<file path="config.mk">
export PLATFORM = sky130hd
export DESIGN_NAME = datapath_control_unit
export DESIGN_NICKNAME = d
export VERILOG_FILES = /design/src/rtl/cu_pkg.sv /design/src/rtl/cu_decode.sv /design/src/rtl/datapath_control_unit.sv
export SDC_FILE = /design/constraint.sdc
export NUM_CORES = 1
export LEC_CHECK = 0
export CAP_MARGIN = 30
export CORE_MARGIN = 2
export CORE_UTILIZATION = 30
export DETAILED_ROUTE_END_ITERATION = 10
export PLACE_DENSITY_LB_ADDON = 0.05
export SETUP_SLACK_MARGIN = 0.1
export SLEW_MARGIN = 20
export SYNTH_ARGS = -nofsm -noshare
export SYNTH_HDL_FRONTEND = slang
export SYNTH_SLANG_ARGS = --single-unit
</file>
<file path="constraint.sdc">
create_clock -name clk -period 1.5 [get_ports clk]
set_input_delay 0.15 -clock clk [delete_from_list [all_inputs] [get_ports clk]]
set_output_delay 0.15 -clock clk [all_outputs]
set_load 0.005 [all_outputs]
</file>
<file path="src/rtl/cu_pkg.sv">
// Shared types for the datapath control unit: FSM states, opcodes, ALU codes
// and instruction classes. Combinational only, no handshaking.
package cu_pkg;

   typedef enum logic [3:0] {
      S_IDLE, S_T0, S_T1, S_T2, S_T3, S_T4, S_T5, S_T6, S_T7, S_HALT
   } state_e;

   typedef enum logic [2:0] {
      C_LD, C_LDI, C_ST, C_RTYPE, C_ADDI, C_NOP, C_HALT, C_ILL
   } cls_e;

   localparam logic [4:0] OP_LD   = 5'd0;
   localparam logic [4:0] OP_LDI  = 5'd1;
   localparam logic [4:0] OP_ST   = 5'd2;
   localparam logic [4:0] OP_ADD  = 5'd3;
   localparam logic [4:0] OP_SUB  = 5'd4;
   localparam logic [4:0] OP_AND  = 5'd5;
   localparam logic [4:0] OP_OR   = 5'd6;
   localparam logic [4:0] OP_ADDI = 5'd7;
   localparam logic [4:0] OP_NOP  = 5'd26;
   localparam logic [4:0] OP_HALT = 5'd27;

   localparam logic [4:0] ALU_ADD = 5'd2;
   localparam logic [4:0] ALU_SUB = 5'd3;
   localparam logic [4:0] ALU_AND = 5'd4;
   localparam logic [4:0] ALU_OR  = 5'd5;
   localparam logic [4:0] ALU_INC = 5'd12;

   function automatic logic [4:0] alu_map(input logic [4:0] op);
      logic [4:0] r;
      r = 5'd0;
      case (op)
         OP_ADD:  r = ALU_ADD;
         OP_SUB:  r = ALU_SUB;
         OP_AND:  r = ALU_AND;
         OP_OR:   r = ALU_OR;
         default: r = 5'd0;
      endcase
      return r;
   endfunction

endpackage

</file>
<file path="src/rtl/cu_decode.sv">
// Opcode to instruction class and R-type ALU code; purely combinational,
// zero latency, no flow control.
module cu_decode
   import cu_pkg::*;
#(
   parameter int OPW  = 5,
   parameter int ALUW = 5
) (
   input  logic [OPW-1:0]  op,
   output cls_e            cls,
   output logic [ALUW-1:0] alu
);

   always_comb begin
      cls = C_ILL;
      case (op)
         OP_LD:                          cls = C_LD;
         OP_LDI:                         cls = C_LDI;
         OP_ST:                          cls = C_ST;
         OP_ADD, OP_SUB, OP_AND, OP_OR:  cls = C_RTYPE;
         OP_ADDI:                        cls = C_ADDI;
         OP_NOP:                         cls = C_NOP;
         OP_HALT:                        cls = C_HALT;
         default:                        cls = C_ILL;
      endcase
   end

   assign alu = ALUW'(alu_map(op));

endmodule

</file>
<file path="src/rtl/datapath_control_unit.sv">
// Moore fetch/decode/execute sequencer driving every datapath strobe; an
// instruction takes 4-8 cycles, stop is honoured only at instruction boundaries.
module datapath_control_unit
   import cu_pkg::*;
#(
   parameter int OPW  = 5,
   parameter int ALUW = 5
) (
   input  logic            clk,
   input  logic            clr,
   input  logic [31:0]     IR,
   input  logic            stop,
   output logic            PCout,
   output logic            Zlowout,
   output logic            MDRout,
   output logic            BAout,
   output logic            Cout,
   output logic            Rout,
   output logic            MARin,
   output logic            Zin,
   output logic            PCin,
   output logic            MDRin,
   output logic            IRin,
   output logic            Yin,
   output logic            Rin,
   output logic            Gra,
   output logic            Grb,
   output logic            Grc,
   output logic            Read,
   output logic            Write,
   output logic [ALUW-1:0] ALU_Control,
   output logic            run,
   output logic            illegal
);

   state_e          state_q, state_d, boundary;
   logic            illegal_q, illegal_d;
   logic            undef_t3;
   cls_e            cls;
   logic [ALUW-1:0] rtype_alu;
   logic            ir_unused;

   assign ir_unused = ^IR[31-OPW:0];

   cu_decode #(.OPW(OPW), .ALUW(ALUW)) u_decode (
      .op  (IR[31 -: OPW]),
      .cls (cls),
      .alu (rtype_alu)
   );

   // IR is stable from T3 onward, so decoding it directly keeps outputs state-driven.
   assign undef_t3 = (state_q == S_T3) && (cls == C_ILL);
   assign boundary = stop ? S_HALT : S_T0;

   always_comb begin
      state_d   = state_q;
      illegal_d = illegal_q | undef_t3;
      case (state_q)
         S_IDLE: state_d = S_T0;
         S_T0:   state_d = S_T1;
         S_T1:   state_d = S_T2;
         S_T2:   state_d = S_T3;
         S_T3: begin
            case (cls)
               C_HALT:       state_d = S_HALT;
               C_NOP, C_ILL: state_d = boundary;
               default:      state_d = S_T4;
            endcase
         end
         S_T4:   state_d = S_T5;
         S_T5:   state_d = (cls == C_LD || cls == C_ST) ? S_T6 : boundary;
         S_T6:   state_d = (cls == C_LD) ? S_T7 : boundary;
         S_T7:   state_d = boundary;
         S_HALT: state_d = S_HALT;
         default: state_d = S_IDLE;
      endcase
   end

   always_ff @(posedge clk) begin
      if (clr) begin
         state_q   <= S_IDLE;
         illegal_q <= 1'b0;
      end else begin
         state_q   <= state_d;
         illegal_q <= illegal_d;
      end
   end

   always_comb begin
      {PCout, Zlowout, MDRout, BAout, Cout, Rout} = '0;
      {MARin, Zin, PCin, MDRin, IRin, Yin, Rin}   = '0;
      {Gra, Grb, Grc, Read, Write}                = '0;
      ALU_Control = '0;
      case (state_q)
         S_T0: begin
            PCout = 1'b1; MARin = 1'b1; Zin = 1'b1;
            ALU_Control = ALUW'(ALU_INC);
         end
         S_T1: begin
            Zlowout = 1'b1; PCin = 1'b1; Read = 1'b1; MDRin = 1'b1;
         end
         S_T2: begin
            MDRout = 1'b1; IRin = 1'b1;
         end
         S_T3: begin
            case (cls)
               C_LD, C_LDI, C_ST: begin Grb = 1'b1; BAout = 1'b1; Yin = 1'b1; end
               C_RTYPE, C_ADDI:   begin Grb = 1'b1; Rout = 1'b1;  Yin = 1'b1; end
               default: ;
            endcase
         end
         S_T4: begin
            Zin = 1'b1;
            if (cls == C_RTYPE) begin
               Grc = 1'b1; Rout = 1'b1; ALU_Control = rtype_alu;
            end else begin
               Cout = 1'b1; ALU_Control = ALUW'(ALU_ADD);
            end
         end
         S_T5: begin
            Zlowout = 1'b1;
            if (cls == C_LD || cls == C_ST) MARin = 1'b1;
            else begin Gra = 1'b1; Rin = 1'b1; end
         end
         S_T6: begin
            MDRin = 1'b1;
            if (cls == C_ST) begin Gra = 1'b1; Rout = 1'b1; Write = 1'b1; end
            else Read = 1'b1;
         end
         S_T7: begin
            MDRout = 1'b1; Gra = 1'b1; Rin = 1'b1;
         end
         default: ;
      endcase
   end

   assign run     = (state_q != S_IDLE) && (state_q != S_HALT);
   assign illegal = illegal_q | undef_t3;

   a_one_source: assert property (@(posedge clk) disable iff (clr)
      $onehot0({PCout, Zlowout, MDRout, BAout, Cout, Rout}));
   a_rd_wr: assert property (@(posedge clk) disable iff (clr) !(Read && Write));
   a_alu_idle: assert property (@(posedge clk) disable iff (clr)
      Zin || (ALU_Control == '0));

endmodule

</file>
After elaboration in Yosys (flattened, before gate mapping)
Memories as Yosys holds them, arrays and structs flattened.
Cells that the tools add are included.
- reductions and logical operators: 14
- bitwise gates (word level): 1
- equality and inequality tests: 21
- mux-type cells: 34
- operators by type and width (kind ; number):
    one-hot mux 4 bit (10 select lines) ; 1
    two-way mux 1 bit ; 21
    == test 4 x 3 -> 1 bit, second input constant ; 4
    == test 5 x 3 -> 1 bit, second input constant ; 3
    == test 3 bit, second input constant ; 4
    two-way mux 4 bit ; 3
    one-hot mux 3 bit (4 select lines) ; 1
    OR reduction 2 bit ; 6
    one-hot mux 5 bit (2 select lines) ; 1
    == test 4 x 2 -> 1 bit, second input constant ; 2
    == test 4 bit, second input constant ; 2
    one-hot mux 4 bit (2 select lines) ; 1
    == test 3 x 2 -> 1 bit, second input constant ; 2
    one-hot mux 1 bit (2 select lines) ; 3
    one-hot mux 1 bit (3 select lines) ; 2
    == test 5 x 2 -> 1 bit, second input constant ; 1
    two-way mux 5 bit ; 1
    OR reduction 5 bit ; 1
    == test 4 x 1 -> 1 bit, second input constant ; 1
    zero test 4 bit ; 1
    inequality test 4 bit, second input constant ; 1
    nonzero test 4 bit ; 1
    == test 3 x 1 -> 1 bit, second input constant ; 1
    zero test 3 bit ; 1
    other kinds (4) ; 5
- ROM bits: 96
- memories kept: 1
- bits in registers: 5
- output and inout bits: 25
- word-level logic and storage cells: 73
- memories (name ; words ; bits a word ; rd ports ; clocked after memory_dff ; wr ports ; line ; source):
    (name not given) ; 32 ; 3 ; 1 ; 0 ; 0 ; cu_decode.sv:16 ; case (op)

Longest topological paths before layout
Gate-level depths: netlist of run 1.
An unclocked memory read counts as a cell.
- depth in word-level cells: 5
- gate-level depth with buffers: 5

Cells and area by module
From an unflattened synthesis of run 1, not the netlist that was laid out.
- cell total of the unflattened synthesis: 110
- area total of the unflattened synthesis: 850.8 µm²
- modules (own cells, without submodules) (module ; seq. area each (µm²) ; times used ; cells an instance ; area an instance (µm²)):
    datapath_control_unit ; 100.1 ; 1 ; 89 ; 724.4
    cu_decode ; 0.0 ; 1 ; 21 ; 126.4

Least setup slack after synthesis of run 1
Ideal clock, no wire load.
- path kind: input to register
- start: input port IR[27]
- end: register state_q[0]
- stages on the path: 5
- arrival time: 1.160 ns
- path slack: 0.225 ns
- setup time: 0.115 ns
- cell sequence: buf_6 or4_4 o211ai_2 a21oi_1 o21ba_1
- longest elaborated chain between the ends: 5
- RTL lines (element ; line ; source):
    from (decl) ; datapath_control_unit.sv:11 ; input logic [31:0] IR,
    memory read (32 x 3 bit) * ; -- ;
    == test 3 bit, or another cell as far along ; datapath_control_unit.sv:64 ; case (cls)
    OR reduction 2 bit / logical OR 1 bit (equally long branches) ; datapath_control_unit.sv:64, datapath_control_unit.sv:71 ;
    one-hot mux 4 bit (2 select lines) / two-way mux 4 bit (equally long branches) ; datapath_control_unit.sv:64, datapath_control_unit.sv:71 ;
    one-hot mux 4 bit (10 select lines) * ; datapath_control_unit.sv:58 ; case (state_q)
    to (signal assigned) ; datapath_control_unit.sv:84 ; state_q <= state_d;
    to (decl) ; datapath_control_unit.sv:36 ; state_e state_q, state_d, boundary;
Mark *: on every way between the ends. The rest lies on a longest branch, timed or not.
A chain may end at the register's enable or synchronous reset.

Final worst setup path of run 1
- start: register state_q[1]
- end: output port Rout
- longest elaborated chain between the ends: 2
- RTL lines (element ; line ; source):
    == test 4 x 3 -> 1 bit ; datapath_control_unit.sv:94 ; case (state_q)
    one-hot mux 1 bit (3 select lines) * ; datapath_control_unit.sv:94 ;
    to (decl) ; datapath_control_unit.sv:18 ; output logic Rout,
Marks and branches as above.

==> qor.csv, run 1 <==
stage,metric,value,unit
run_status,run status,"complete, but fails checks",
run_status,violated checks,setup timing,
timing,FMAX,0.608,GHz
routing,metal3 WL,300,µm
floorplan,Die Y,49.7,µm
floorplan,die area,2470,µm²
worst_setup_path,"CP delay by family, top",buffers and inverters,
clock_network,CTS Buf Count,3,
routing,vias per cell,5.48,
floorplan,IO Pins,60,
synthesis,register area share after synthesis,16.0,%
clock_network,clk root buf,clkbuf_4,
synthesis,ys async rst share,0,%
pwr,leakage power,0.871,nW
routing,Residual DRC,0,
timing,Setup Viol. Count Final,13,
global_route,grt ovf,0,
synthesis,Syn Inst Count,93,
routing,post-route ant nets,0,
synthesis,synthesized area per cell,6.73,µm²
placement,RD Place Congestion,0.832,
timing,Final min period,1.64,ns
floorplan,die width,49.7,µm
synthesis,"Distinct cells, synth",33,
global_route,vias in the first global route,1162,
floorplan,# rows,16,
pwr,worst vdd ir,0.511,mV
clock_network,clock sink total,5,
worst_setup_path,reg2reg path depth,6,
timing,"Worst Setup Slack, final",-0.145,ns
hold_path,hold crit path type,in -> reg,
final_layout,"commonest non-fill, non-tap cells in the layout","buf_4 (38), buf_6 (37), buf_2 (20), nor2_1 (7), nand2_1 (6)",
synthesis,Yosys warning count,0,
synthesis,top-area cell type share of the netlist area,16.0,%
clock_network,Clock Latency Late Sink,0.25,ns
worst_setup_path,"Data required, critical path",1.35,ns
worst_setup_path,CP Launch Type,flip-flop,
clock_network,clk buf depth,2,
timing,final hold vios,0,
global_route,initial antenna violation count,0,
floorplan,core box area,1960,µm²
clock_network,clock-pin slew on the worst setup and hold paths,0.04,ns
worst_setup_path,critical path arrival,1.49,ns
worst_setup_path,R2R Path Start,state_q[1],
pwr,total power density per cell area,446,nW/µm²
timing,Sum Neg Setup Slack,-0.992,ns
routing,DRT Pass-1 Iters,4,
timing,Clock Skew,0.00216,ns
synthesis,"Cell Area, Synth",626,µm²
placement,pre-CTS setup slack,-0.761,ns
timing,Tcrit/Tclk final,110,%
final_layout,diode count,0,
placement,DP Area,1130,µm²
synthesis,largest area contributor in the netlist,dfxtp_1,
worst_setup_path,Worst setup EP type,output pin,
worst_setup_path,reg-to-reg endpoint,state_q[2],
placement,hpwl dp,1.59,mm
worst_setup_path,"setup slack, reg-to-reg",-0.11,ns
routing,DR WL/cell,20.0,µm
placement,# port buffers,31,
synthesis,Post-synth EDFFs,0,
global_route,Tot GR Track Use,28.7,%
floorplan,Initial Util,31.9,%
routing,routed wire length,4.34,mm
routing,via count,1190,
global_route,first-pass GRT wire length,5.47,mm
worst_setup_path,Max stage delay on crit path,0.37,ns
worst_setup_path,CP Max Fanout,6,
clock_network,CTS H-tree lvls,1,
synthesis,ranking of synthesized cells by area,"dfxtp_1 (16%), nor2_1 (6.0%), nor3_1 (5.6%)",
worst_setup_path,critical path's slowest cell,dfxtp_4,
worst_setup_path,"Critical Path, Cell by Cell","buf_6, nor3_4, nand2_2, buf_6, o211ai_1, buf_2",
timing,RSZ-0062 raised after global routing,yes,
worst_setup_path,Critical Path Sink,Rout,
routing,met2 WL,2.19,mm
worst_setup_path,cell mode on critical path,buf_6,
clock_network,CTS tree,built,
final_layout,nets@finish,226,
final_layout,Post-Route Utilization,91.8,%
final_layout,Syn-to-layout area delta,188,%
timing,Slew Limit Fails,0,
synthesis,"flops & latches, synth",5,
worst_setup_path,crit path launch,state_q[1],
worst_setup_path,Levels on crit path,6,
routing,met1 WL,1.57,mm
final_layout,"most common cell after layout, fill and taps aside",buf_4,
worst_setup_path,Worst Path Buf+Inv,3,
final_layout,fraction of layout cells with a size suffix above 1,76.8,%
routing,Max Used Layer,met4,
worst_setup_path,Setup CP Type,reg -> out,
synthesis,Synth Net Count,128,
flow_run,number of max-cap violations,0,
global_route,largest net degree at the start of global routing,11,
final_layout,final instance area,1800,µm²
synthesis,"Top FF cell, synth",dfxtp_1,
routing,initial detailed-routing violation count,30,
==> per-stage QoR <==
| stage | std cells | hold WS, ns | power (mW) |
|---|---|---|---|
| 2_1_floorplan | 93 | 0.219 | 0.264 |
| 3_5_place_dp | 172 | 0.556 | 0.418 |
| 3_3_place_gp | 172 | 0.533 | 0.415 |
| 5_1_grt | 217 | 0.524 | 0.829 |
| 4_1_cts | 204 | 0.458 | 0.695 |
| 6_report | 217 | 0.472 | 0.804 |
==> cell usage after synthesis (4+ instances only) <==
| cell | n |
|---|---|
| nor2_1 | 10 |
| inv_1 | 4 |
| dfxtp_1 | 5 |
| nand2_1 | 9 |
| nor3_1 | 7 |
| buf_2 | 4 |
| o21ai_0 | 4 |
| a21oi_1 | 6 |
| nor2b_1 | 5 |
==> what timing repair did <==
item,CTS,global route
pin swaps,22,22
resized for setup,184,33
hold buffers,0,0
buffers inserted,30,16
endpoints found under the setup margin,28,26
==> worst register-to-register path: stages, from the launching register on <==
cell	delay [ns]
dfxtp_4	0.37
buf_6	0.14
buf_6	0.12
buf_4	0.13
xor2_1	0.19
nand2_1	0.16
a311oi_4	0.37
==> registers in the layout, summed over array words and instances, names as in the netlist <==
register   count
illegal_q      1
state_q        4
==> kinds of logic (layout without fill, tap and decap cells) <==
group                     count (synthesis)  after routing  synth area share [%]
AOI/OAI and AO/OA                        23             23                  25.2
other                                     1              1                 0.599
xor gates and xnor gates                  4              4                  5.60
buffers and inverters                    13            110                  12.8
DFF                                       5              5                  16.0
and+or+nand+nor                          47             47                  39.8
==> how the worst min path moves through the flow <==
stage          cells past startpoint      start         end  slack [ns]
2_1_floorplan                      1        clr  state_q[3]        0.22
3_3_place_gp                       2  illegal_q   illegal_q        0.53
3_5_place_dp                       2  illegal_q   illegal_q        0.56
4_1_cts                            6     IR[31]  state_q[3]        0.46
5_1_grt                            6     IR[31]  state_q[3]        0.52
6_report                           6     IR[31]  state_q[3]        0.47
==> final cells by class <==
type / instances / area [µm²]
Inverter: 4 / 17.5
Multi-Input combinational cell: 75 / 733
Fill cell: 78 / 160
Sequential cell: 5 / 115
Tap cell: 27 / 33.8
Clock buffer: 4 / 26.3
Timing Repair Buffer: 102 / 876
==> routing by layer <==
metal	GRT usage [%]	vias up
li1	-	520
met1	32.2	564
met2	49.8	77
met3	6.36	29
met4	15.7	0
met5	0	-
==> report_power, final <==
part / leakage, nW / switching, mW / internal (mW) / total (mW)
sequential: 0.0436 / 0.0161 / 0.138 / 0.155
clock: 0.0150 / 0.0581 / 0.101 / 0.159
combinational: 0.813 / 0.216 / 0.274 / 0.491
total: 0.871 / 0.291 / 0.513 / 0.804
No activity file was read; power rests on OpenSTA's default activity.
==> inputs of run 2 (changes only) <==
CELL_PAD_IN_SITES_DETAIL_PLACEMENT = 0   (was unset)
CELL_PAD_IN_SITES_GLOBAL_PLACEMENT = 2   (was unset)
CORE_UTILIZATION = 13   (was 30)
==> run 2 against run 1 <==
The flow still finishes with violations (setup timing). Clock power increased by 54%. Sequential power decreased by 3%. Via count decreased by 17%. Die area increased by 120%. Sequential cell count unchanged. Sequential share of layout area increased by 0.40 points.
==> qor.csv, run 2 (synthesized netlist as in run 1, its figures left out) <==
stage,metric,value,unit,change
final_layout,area used by multi-input combinational logic,664,µm²,-9.4%
final_layout,Largest regs,"state_q (4), illegal_q (1)",,
final_layout,"commonest non-fill, non-tap cells in the layout","buf_4 (46), buf_6 (24), buf_2 (19), nor2_1 (9), nand2_1 (7)",,
routing,initial detailed-routing violation count,21,,-30%
final_layout,Syn-to-layout area delta,171,%,
final_layout,Post-Layout Cell Count,239,,+10%
clock_network,clock sink total,5,,unchanged
hold_path,Hold Path End,state_q[3],,
floorplan,Die Y,73.4,µm,+48%
clock_network,Clock Latency Late Sink,0.22,ns,-0.03 ns
worst_setup_path,CP Max Fanout,4,,-2
floorplan,Initial Util,13.3,%,-19 points
hold_path,hold path depth,6,,unchanged
worst_setup_path,Setup CP Type,reg -> out,,
routing,DR WL/cell,12.1,µm,-40%
timing,final hold vios,0,,unchanged
pwr,proportion of power drawn by flip-flops and latches,18.8,%,-0.4 points
placement,placed cells,210,,+22%
timing,WHS,0.451,ns,-0.0212 ns
timing,RSZ-0062 raised after global routing,yes,,
routing,post-route ant nets,0,,unchanged
floorplan,die width,73.4,µm,+48%
floorplan,core box area,4690,µm²,+140%
clock_network,CTS tree,built,,
timing,Final min period,1.59,ns,-0.0509 ns
placement,DP Area,1250,µm²,+10%
final_layout,diode count,0,,unchanged
hold_path,hold crit path type,in -> reg,,
final_layout,FF/Latch Area,115,µm²,unchanged
final_layout,nets@finish,221,,-2.2%
pwr,leakage power,0.833,nW,-4.4%
worst_setup_path,Worst setup EP type,output pin,,
timing,Slew Limit Fails,0,,unchanged
clock_network,CTS H-tree lvls,1,,unchanged
floorplan,die area,5380,µm²,+120%
clock_network,clock-pin slew on the worst setup and hold paths,0.04,ns,about the same
final_layout,fill cell count,518,,+560%
worst_setup_path,"Data required, critical path",1.35,ns,about the same
clock_network,hold buffer count at CTS,0,,unchanged
global_route,first-pass GRT wire length,4.85,mm,-11%
final_layout,final instance area,1700,µm²,-5.8%
pwr,P_int,567,µW,+10%
placement,RD Place Congestion,0.755,,-9.2%
pwr,switching power,238,µW,-18%
hold_path,Hold Path Origin,IR[31],,
worst_setup_path,"setup slack, reg-to-reg",0.11,ns,+0.22 ns
final_layout,Post-Route Utilization,36.2,%,-56 points
timing,Sum Neg Setup Slack,-0.368,ns,+0.624 ns
final_layout,"most common cell after layout, fill and taps aside",buf_4,,
run_status,run status,"complete, but fails checks",,
placement,hpwl dp,2.07,mm,+30%
timing,Tcrit/Tclk final,106,%,-3.4 points
floorplan,IO Pins,60,,unchanged
routing,routed wire length,2.89,mm,-33%
timing,Setup Viol. Count Final,7,,-6
clock_network,clk buf depth,2,,unchanged
routing,vias per cell,4.13,,-25%
placement,pre-CTS setup slack,-0.769,ns,-0.00789 ns
worst_setup_path,critical path arrival,1.44,ns,-0.05 ns
clock_network,clk root buf,clkbuf_8,,
pwr,worst vdd ir,0.247,mV,-52%
timing,FMAX,0.627,GHz,+3.2%
final_layout,max reg flops,4,,unchanged
placement,# port buffers,31,,unchanged
clock_network,CTS Buf Count,3,,unchanged
global_route,initial antenna violation count,0,,unchanged
timing,"Worst Setup Slack, final",-0.0937,ns,+0.0509 ns
global_route,largest net degree at the start of global routing,12,,+1
worst_setup_path,reg2reg path depth,7,,+1
flow_run,number of max-cap violations,0,,unchanged
worst_setup_path,CP Launch Type,flip-flop,,
pwr,Power Total,805,µW,about the same
worst_setup_path,R2R Path Start,state_q[1],,
final_layout,fraction of layout cells with a size suffix above 1,72.4,%,-4.4 points
routing,DRT Pass-1 Iters,4,,unchanged
run_status,violated checks,setup timing,,
global_route,grt ovf,0,,unchanged
worst_setup_path,reg-to-reg endpoint,state_q[3],,
floorplan,# rows,25,,+9
global_route,Tot GR Track Use,11.4,%,-17 points
final_layout,Reg with most FFs,state_q,,
routing,via count,987,,-17%
pwr,total power density per cell area,474,nW/µm²,+6.3%
global_route,vias in the first global route,1056,,-9.1%
pwr,Sw Ratio,29.6,%,-6.6 points
timing,Clock Skew,0.00159,ns,-0.000574 ns
pwr,combinational share of power,50.8,%,-10 points
pwr,Clock power frac,30.5,%,+11 points
routing,Residual DRC,0,,unchanged
run 2: cell types whose count changed in the layout (fill, tap and decap cells not counted), moves of 2 or more:
cell | previous run | this run
buf_6 | 37 | 24
buf_4 | 38 | 46
nor3_2 | 1 | 4
clkbuf_4 | 3 | 0
clkbuf_8 | 0 | 3
nor3_4 | 5 | 3
nor2_1 | 7 | 9
run 2: worst max path at each step:
| stage | startpoint | depth (start not counted) | slack (ns) | endpoint |
|---|---|---|---|---|
| final | state_q[3] | 6 | -0.09 | Rout |
| after global routing | state_q[1] | 6 | -0.18 | Rout |
| after CTS | state_q[3] | 6 | -0.11 | Rout |
| after detailed placement | IR[29] | 6 | -0.77 | ALU_Control[0] |
| after global placement | IR[31] | 6 | -0.71 | Gra |
| after floorplan | IR[27] | 5 | 0.23 | state_q[0] |
run 2: power by group through the flow:
stage                     clock network [mW]  logic [mW]  registers (mW)
after floorplan                            0       0.114           0.150
after global placement                     0       0.302           0.155
after detailed placement                   0       0.301           0.154
after CTS                              0.252       0.386           0.151
after global routing                   0.265       0.443           0.153
final                                  0.245       0.408           0.151
run 2: layout make-up:
| class | count | area share, % |
|---|---|---|
| timing repair buffer | 97 | 46.5 |
| inverter | 4 | 0.885 |
| clock buffer | 4 | 2.65 |
| tap | 54 | 3.98 |
| multi-input combinational | 75 | 39.2 |
| sequential | 5 | 6.78 |
run 2: timing repair:
| action | in CTS | in global routing |
|---|---|---|
| resized for setup | 174 | 12 |
| endpoints found under the setup margin | 28 | 25 |
| setup buffers | 19 | 7 |
| pin swaps | 21 | 11 |
run 2: routing by layer:
layer | vias up | wire length (µm) | global-route usage (%)
met5 | - | 0 | 0
met4 | 0 | 0 | 1.62
met3 | 0 | 80 | 1.65
met2 | 21 | 1580 | 21.5
met1 | 462 | 1230 | 13.8
li1 | 504 | - | -
run 2: critical path: stages (launching register included):
cell and delay, ns:
dfxtp_4 0.34, nand2b_4 0.15, nor3_4 0.22, nand2_2 0.09, buf_6 0.12, o211ai_1 0.16, buf_2 0.14
==> inputs of run 3 (changes only) <==
CORE_MARGIN = unset   (was 2)
==> run 3 against run 2 <==
The run ends with DRC, setup timing left. Worst hold slack improved by 0.025 ns. Combinational power grew 14%. Critical path depth increased by 1. Clock skew is 0.00095 ns lower. First-iteration DRC count shrank 24%. Die area is 5.4% lower. Final area increased by 9.7%. Clock power barely moved. Utilization increased by 5.4 points. Count of clock-buffer cells in the layout unchanged. Sequential cell count stayed put. Final cell count shrank 0.42%. Largest cell class unchanged.
==> qor.csv, run 3 (synthesized netlist as in run 1, its figures left out) <==
stage,metric,value,unit,change
worst_setup_path,Setup CP Type,reg -> out,,
pwr,Power Total,864,µW,+7.4%
final_layout,Syn-to-layout area delta,197,%,
routing,routed wire length,3.01,mm,+4.2%
final_layout,nets@finish,222,,+0.45%
timing,FMAX,0.645,GHz,+2.8%
global_route,largest net degree at the start of global routing,7,,-5
floorplan,IO Pins,60,,unchanged
final_layout,"commonest non-fill, non-tap cells in the layout","buf_6 (36), buf_4 (34), buf_2 (17), nand2_1 (6), nor2_1 (5)",,
timing,Setup Viol. Count Final,7,,unchanged
global_route,vias in the first global route,1063,,+0.66%
final_layout,fraction of layout cells with a size suffix above 1,79.6,%,+7.1 points
worst_setup_path,"Data required, critical path",1.35,ns,about the same
timing,Tcrit/Tclk final,103,%,-2.9 points
clock_network,Clock Latency Late Sink,0.22,ns,about the same
final_layout,Reg with most FFs,state_q,,
pwr,Sw Ratio,30.6,%,+0.97 points
clock_network,clock-pin slew on the worst setup and hold paths,0.03,ns,about the same
timing,Slew Limit Fails,0,,unchanged
pwr,Clock power frac,28.6,%,-1.9 points
hold_path,hold crit path type,in -> reg,,
placement,RD Place Congestion,0.736,,-2.5%
global_route,Tot GR Track Use,12.4,%,+0.98 points
pwr,worst vdd ir,0.382,mV,+54%
final_layout,fill cell count,471,,-9.1%
final_layout,"most common cell after layout, fill and taps aside",buf_6,,
clock_network,clock sink total,5,,unchanged
pwr,switching power,264,µW,+11%
clock_network,CTS tree,built,,
final_layout,max reg flops,4,,unchanged
run_status,run status,"complete, but fails checks",,
floorplan,Die Y,71.4,µm,-2.7%
routing,post-route ant nets,0,,unchanged
global_route,GR Util met1,16.1,%,+2.2 points
run_status,violated checks,"DRC, setup timing",,
routing,via count,1021,,+3.4%
pwr,leakage power,0.866,nW,+4.0%
timing,Final min period,1.55,ns,-0.0428 ns
worst_setup_path,critical path arrival,1.40,ns,-0.04 ns
global_route,initial antenna violation count,0,,unchanged
timing,final hold vios,0,,unchanged
placement,hpwl dp,1.97,mm,-4.7%
placement,pre-CTS setup slack,-0.703,ns,+0.0661 ns
worst_setup_path,CP Max Fanout,4,,unchanged
routing,vias per cell,4.29,,+3.9%
final_layout,Largest regs,"state_q (4), illegal_q (1)",,
floorplan,die width,71.4,µm,-2.7%
worst_setup_path,CP Launch Type,flip-flop,,
floorplan,# rows,24,,-4.0%
routing,DRT Pass-1 Iters,7,,+3
floorplan,die area,5090,µm²,-5.4%
timing,Sum Neg Setup Slack,-0.127,ns,+0.241 ns
final_layout,diode count,0,,unchanged
final_layout,final instance area,1860,µm²,+9.7%
global_route,grt ovf,0,,unchanged
flow_run,number of max-cap violations,0,,unchanged
pwr,proportion of power drawn by flip-flops and latches,17.4,%,-1.4 points
placement,DP Area,1210,µm²,-2.8%
routing,DR WL/cell,12.7,µm,+4.7%
routing,initial detailed-routing violation count,16,,-24%
floorplan,Initial Util,14.0,%,+0.65 points
clock_network,clk buf depth,2,,unchanged
timing,"Worst Setup Slack, final",-0.0509,ns,+0.0428 ns
clock_network,CTS Buf Count,3,,unchanged
timing,RSZ-0062 raised after global routing,yes,,
worst_setup_path,Worst setup EP type,output pin,,
global_route,M2 GR Usage,20.1,%,-1.4 points
pwr,total power density per cell area,464,nW/µm²,-2.1%
global_route,most used routing layer,met2,,
routing,Residual DRC,5,,+5
pwr,P_int,600,µW,+5.9%
timing,Clock Skew,0.000636,ns,-0.000952 ns
pwr,combinational share of power,54.0,%,+3.2 points
placement,# port buffers,31,,unchanged
floorplan,core box area,4470,µm²,-4.6%
clock_network,CTS H-tree lvls,1,,unchanged
global_route,grt met3 use,1.83,%,+0.18 points
final_layout,Post-Route Utilization,41.6,%,+5.4 points
global_route,first-pass GRT wire length,4.95,mm,+2.1%
clock_network,hold buffer count at CTS,0,,unchanged
clock_network,clk root buf,clkbuf_8,,
## run 3: cell count changes in the layout (fill, tap and decap cells not counted), sizes merged
cell / before / now
buf: 90 / 91
clkbuf: 5 / 7
clkdlybuf4s15: 2 / 1
dlygate4sd2: 2 / 1
## run 3: critical path: stages, from the launching register on
cell and delay, ns:
dfxtp_4 0.35, buf_6 0.10, nand2b_4 0.06, nor3_4 0.17
buf_6 0.14, nand2_4 0.05, o211ai_1 0.17, buf_2 0.14
## run 3: path summary, 6_finish.rpt
check / start / cells after the start / slack (ns) / to
min reg2reg: illegal_q / 2 / 0.58 / illegal_q
min: IR[31] / 6 / 0.48 / state_q[3]
max reg2reg: state_q[2] / 8 / 0.06 / state_q[2]
max: state_q[2] / 7 / -0.05 / Rout
## run 3: metrics by stage
stage,hold slack [ns],instances
3_3_place_gp,0.538,202
2_1_floorplan,0.219,93
4_1_cts,0.481,236
5_1_grt,0.518,238
3_5_place_dp,0.557,202
6_report,0.476,238
## run 3: cell type report
class | count | area, µm² | share of cell area, %
Timing Repair Buffer | 98 | 871 | 46.8
Tap cell | 52 | 65.1 | 3.50
Clock buffer | 4 | 45.0 | 2.42
Sequential cell | 5 | 115 | 6.19
Inverter | 4 | 17.5 | 0.941
Multi-Input combinational cell | 75 | 747 | 40.1
## run 3: power groups by stage
stage          logic (mW)  clock network, mW  registers [mW]
2_1_floorplan       0.114                  0           0.150
3_3_place_gp        0.288                  0           0.156
3_5_place_dp        0.287                  0           0.155
4_1_cts             0.433              0.253           0.149
5_1_grt             0.502              0.269           0.152
6_report            0.466              0.247           0.150
## run 3: timing repair
item,4_1_cts,5_1_grt
endpoints found under the setup margin,28,28
buffers inserted,31,4
pin swaps,21,15
gates resized for setup,190,31
## run 3: layer usage
metal	vias up	part of all wire [%]	routed length (µm)
met3	6	3.0	90
met4	0	2.3	70
met5	-	0	0
li1	510	-	-
met2	24	48	1460
met1	481	46	1390
